File: src/rtl/aer_transmitter.sv
// AER dual-rail transmitter: serialises one address event per frame as four-phase
// return-to-zero tokens (start, address MSB first, even parity, end) with a phase watchdog.
module aer_transmitter #(
  parameter int unsigned ADDR_W      = 8,
  parameter int unsigned TIMEOUT     = 255,
  parameter int unsigned SYNC_STAGES = 2
) (
  input  logic              clk,
  input  logic              reset,
  input  logic              ev_valid,
  input  logic [ADDR_W-1:0] ev_addr,
  output logic              ev_ready,
  output logic              ZERO_OUT,
  output logic              ONE_OUT,
  input  logic              ACK_IN,
  output logic              busy,
  output logic              err_timeout
);

  localparam int unsigned LastIdx = ADDR_W + 2;
  localparam int unsigned IdxW    = $clog2(LastIdx + 1);
  localparam int unsigned CntW    = $clog2(TIMEOUT + 1);

  typedef enum logic [1:0] {StIdle, StDrive, StRelease, StFlush} state_e;

  state_e                 r_state, w_state_d;
  logic [SYNC_STAGES-1:0] r_sync;
  logic                   w_ack_s;
  logic [ADDR_W-1:0]      r_addr, w_addr_d;
  logic [IdxW-1:0]        r_idx, w_idx_d;
  logic [CntW-1:0]        r_cnt, w_cnt_d, w_cnt_inc;
  logic                   r_err, w_err_d;
  logic                   r_one, r_zero, w_one_d, w_zero_d;
  logic                   w_accept, w_drive, w_timeout;

  // Token value for a frame position: 1 selects the ONE rail, 0 the ZERO rail.
  function automatic logic tok_one(input logic [ADDR_W-1:0] addr, input logic [IdxW-1:0] idx);
    logic [ADDR_W-1:0] sh;
    sh = addr >> (IdxW'(ADDR_W) - idx);
    if (idx == '0) return 1'b1;
    if (idx <= IdxW'(ADDR_W)) return sh[0];
    if (idx == IdxW'(ADDR_W + 1)) return ^addr;
    return 1'b0;
  endfunction

  always_ff @(posedge clk) begin
    if (reset) r_sync <= '0;
    else       r_sync <= {r_sync[SYNC_STAGES-2:0], ACK_IN};
  end

  assign w_ack_s   = r_sync[SYNC_STAGES-1];
  assign ev_ready  = (r_state == StIdle) && !w_ack_s;
  assign w_accept  = ev_valid && ev_ready;
  assign busy      = (r_state != StIdle);
  assign w_cnt_inc = r_cnt + CntW'(1);
  assign w_timeout = (w_cnt_inc == CntW'(TIMEOUT));

  always_comb begin
    w_state_d = r_state;
    w_addr_d  = r_addr;
    w_idx_d   = r_idx;
    w_cnt_d   = '0;
    w_err_d   = r_err;
    w_drive   = 1'b0;
    unique case (r_state)
      StIdle: begin
        if (w_accept) begin
          w_state_d = StDrive;
          w_addr_d  = ev_addr;
          w_idx_d   = '0;
          w_err_d   = 1'b0;
          w_drive   = 1'b1;
        end
      end
      StDrive: begin
        if (w_ack_s) begin
          w_state_d = StRelease;
        end else if (w_timeout) begin
          w_state_d = StFlush;
          w_err_d   = 1'b1;
        end else begin
          w_cnt_d = w_cnt_inc;
          w_drive = 1'b1;
        end
      end
      StRelease: begin
        if (!w_ack_s) begin
          if (r_idx != IdxW'(LastIdx)) begin
            w_idx_d   = r_idx + IdxW'(1);
            w_state_d = StDrive;
            w_drive   = 1'b1;
          end else begin
            w_state_d = StIdle;
          end
        end else if (w_timeout) begin
          w_state_d = StFlush;
          w_err_d   = 1'b1;
        end else begin
          w_cnt_d = w_cnt_inc;
        end
      end
      StFlush: begin
        if (!w_ack_s) w_state_d = StIdle;
      end
      default: w_state_d = StIdle;
    endcase
    w_one_d  = w_drive && tok_one(w_addr_d, w_idx_d);
    w_zero_d = w_drive && !tok_one(w_addr_d, w_idx_d);
  end

  always_ff @(posedge clk) begin
    if (reset) begin
      r_state <= StIdle;
      r_addr  <= '0;
      r_idx   <= '0;
      r_cnt   <= '0;
      r_err   <= 1'b0;
      r_one   <= 1'b0;
      r_zero  <= 1'b0;
    end else begin
      r_state <= w_state_d;
      r_addr  <= w_addr_d;
      r_idx   <= w_idx_d;
      r_cnt   <= w_cnt_d;
      r_err   <= w_err_d;
      r_one   <= w_one_d;
      r_zero  <= w_zero_d;
    end
  end

  assign ONE_OUT     = r_one;
  assign ZERO_OUT    = r_zero;
  assign err_timeout = r_err;

endmodule

File: config.mk
export PLATFORM = sky130hd
export DESIGN_NAME = aer_transmitter
export DESIGN_NICKNAME = d
export VERILOG_FILES = /design/src/rtl/aer_transmitter.sv
export SDC_FILE = /design/constraint.sdc
export NUM_CORES = 1
export LEC_CHECK = 0
export CORE_MARGIN = 4
export CORE_UTILIZATION = 57
export CTS_BUF_LIST = sky130_fd_sc_hd__clkbuf_8
export CTS_CLUSTER_DIAMETER = 50
export DETAILED_ROUTE_END_ITERATION = 12
export PLACE_DENSITY = 0.84
export SYNTH_ARGS = -nofsm -noshare
export SYNTH_HDL_FRONTEND = slang
export SYNTH_SLANG_ARGS = --single-unit
File: constraint.sdc
create_clock -name clk -period 6 [get_ports clk]
set_clock_uncertainty 0.1 [all_clocks]
set_input_delay 1.8 -clock clk [delete_from_list [all_inputs] [get_ports clk]]
set_output_delay 1.8 -clock clk [all_outputs]
set_load 0.05 [all_outputs]
==> results.cfg <==
[status]
status = finished, final reports clean

[timing]
finalSetupViolations = 0
drv_slew = 0
setup_ws_ns = 1.75
min_period_ns = 4.25
finalCritPeriodShare_pct = 70.9
tightest_slew_ns = 0.686
fmax_mhz = 235
hold-worst-slack_ns = 0.341
slew_headroom_pct = 54.1
final-hold-violation-count = 0
fin_setup_tns_ns = 0
rsz0062_at_grt = no

[setup_path]
cp-start-kind = primary input
worstSetupPathType = primary input to register
crit_chain = clkdlybuf4s50_1 > mux2i_1 > o21ai_0 > nand2_4 > ha_1 > mux4_2 > o21ai_0 > a31oi_1 > or2_1 > a211oi_2
crit_path_top_delay_cell = clkdlybuf4s50_1
cp_max_fo = 5
crit_path_end_kind = register
cp_num_buf_inv = 1
cp.depth = 10
crit_path_max_incr_delay_ns = 0.56
required_ns = 6.10
arrival_ns = 4.35
critPathMostFrequentCell = o21ai_0
cp_top_family = compound AO/OA/AOI/OAI gates
rr_worst_depth = 11

[final_layout]
nets = 243
nFillCells = 237
drive_gt1_share_pct = 6.88
fin_cells = 249
final_cell_mix = 27 x dfxtp_1, 27 x nor2_1, 19 x nand2_1
area.growth.synth_to_final_pct = 12.4
utilization_pct = 69.2
diodes = 0

[placed_design]
dp_hpwl_um = 2810
place_congestion = 0.901
placedCellCount = 245
place.port_buffers = 16
post-place-ws_ns = 1.47

[clocking]
cts_buffers = 3
clockBufferDepth = 2
cts_resized = 0
clockRootBuffer = clkbuf_8
cts_tree = done
cts.sinks = 27
clkTransAtPathRegs_ns = 0.09
cts_hold_buf = 0
clk-insertion-delay-late_ns = 0.27
cts_setup_buffers = 0
htree_levels = 1

[yosys]
synth.distinct_cells = 50
syn_avg_cell_area_um2 = 8.65
synth-seq-area-share_pct = 30.8
synth_compound_area_share_pct = 14.9
yosys_warnings = 0
synth_top_family_by_area = simple AND/OR/NAND/NOR gates
async_reset_ff_share_pct = 0
synth_xor_area_share_pct = 9.97
synthMuxAreaShare_pct = 7.55
synth_fa_ha_area_share_pct = 8.55
synthCells = 203
synth-seq-cells = 27
synth-simple-area-share_pct = 24.5
ys.flop_type = dfxtp_1
syn-cell-area_mm2 = 0.00176
synth_fp_nets = 227
synth-edff-count = 0

[global_routing]
antenna_found_initial = 0
grt_max_degree = 20
grt_pass1_wl_um = 6420
grt_overflow = 0
grt_pass1_vias = 1509
grt_usage_pct = 19.3

[routing]
vias = 1483
drt_iter0_drc = 95
antenna_left = 0
wl_um = 3530
first_pass_iters = 4
viasPerCell = 5.96
wire_per_inst_um = 14.2
drcViolationCount = 0

[pwr]
leakagePower_nw = 0.739
ir_drop_v = 0.000136
power_per_cell_area_mw_per_mm2 = 213

[die]
core_mm2 = 0.00285
fp.dieArea_mm2 = 0.00403
rows = 19
initial_core_util_pct = 61.6
die_w_um = 63.5
die_h_um = 63.5
io_pins = 17

[hold_path]
hold_path.class = register to register
whs_path_depth = 1

[flow_run]
maxCapViolCount = 0
[cell type report]
type	count	area, um^2	share of cell area (%)
tap	31	38.8	1.96
sequential	27	541	27.4
clock buffer	3	41.3	2.09
multi-input combinational	162	1150	58.2
timing repair buffer	16	160	8.11
inverter	9	36.3	1.84
clock inverter	1	7.51	0.380
[cell usage after synthesis (2+ instances only)]
master / n / share of area, %
inv_1: 7 / 1.5
nand2_1: 19 / 4.1
nand3_1: 5 / 1.4
nor3_1: 4 / 1.1
nand4b_1: 3 / 1.5
a31oi_1: 2 / 0.71
ha_1: 12 / 8.5
nand3b_1: 2 / 0.85
dfxtp_1: 27 / 31
a21oi_1: 15 / 4.3
mux4_2: 3 / 3.8
nand4_1: 2 / 0.71
nor2b_1: 4 / 1.4
o211ai_1: 2 / 0.85
and3_1: 2 / 0.71
nand2b_1: 6 / 2.1
xnor2_1: 18 / 9.0
mux2i_1: 5 / 2.8
o21ai_0: 4 / 1.1
nor2_1: 27 / 5.8
o21a_1: 2 / 0.85
clkbuf_1: 3 / 0.64
xor2_1: 2 / 1.0
[final timing paths]
kind	from	to	slack [ns]
setup / recovery	ev_valid	ZERO_OUT	1.75
hold / removal	r_sync[0]	r_sync[1]	0.34
setup reg to reg	r_state[0]	ZERO_OUT	2.83
hold reg to reg	r_sync[0]	r_sync[1]	0.34
[per-stage QoR]
stage / instance area, um^2 / power (mW)
6_report: 1970 / 0.420
5_1_grt: 1970 / 0.444
4_1_cts: 1970 / 0.423
3_5_place_dp: 1930 / 0.320
3_3_place_gp: 1930 / 0.316
2_1_floorplan: 1760 / 0.289
[sequential cells by signal, summed over array words and instances (netlist names)]
| signal | flops |
|---|---|
| ZERO_OUT | 1 |
| r_idx | 4 |
| r_sync | 2 |
| r_addr | 8 |
| r_cnt | 8 |
| r_state | 2 |
| ONE_OUT | 1 |
| err_timeout | 1 |
[power breakdown]
| part | internal (mW) | switching (mW) |
|---|---|---|
| Sequential | 0.187 | 0.00781 |
| Clock | 0.0470 | 0.0561 |
| Combinational | 0.0540 | 0.0676 |
| Total | 0.288 | 0.132 |
[routing by layer]
| metal | up-vias | track usage, % | routed length [um] |
|---|---|---|---|
| met5 | - | 0 | 0 |
| met4 | 0 | 6.20 | 34 |
| met3 | 4 | 2.49 | 127 |
| met2 | 34 | 35.5 | 1800 |
| met1 | 704 | 22.8 | 1570 |
| li1 | 741 | - | - |
[cell families (layout without fill, tap and decap cells)]
group / Yosys count / after routing
AOI/OAI and AO/OA: 38 / 38
xor gates and xnor gates: 20 / 20
adders and majority gates: 12 / 12
buffers and inverters: 14 / 29
DFF: 27 / 27
muxes: 9 / 9
and+or+nand+nor: 83 / 83
(Power assumes the default switching activity.)
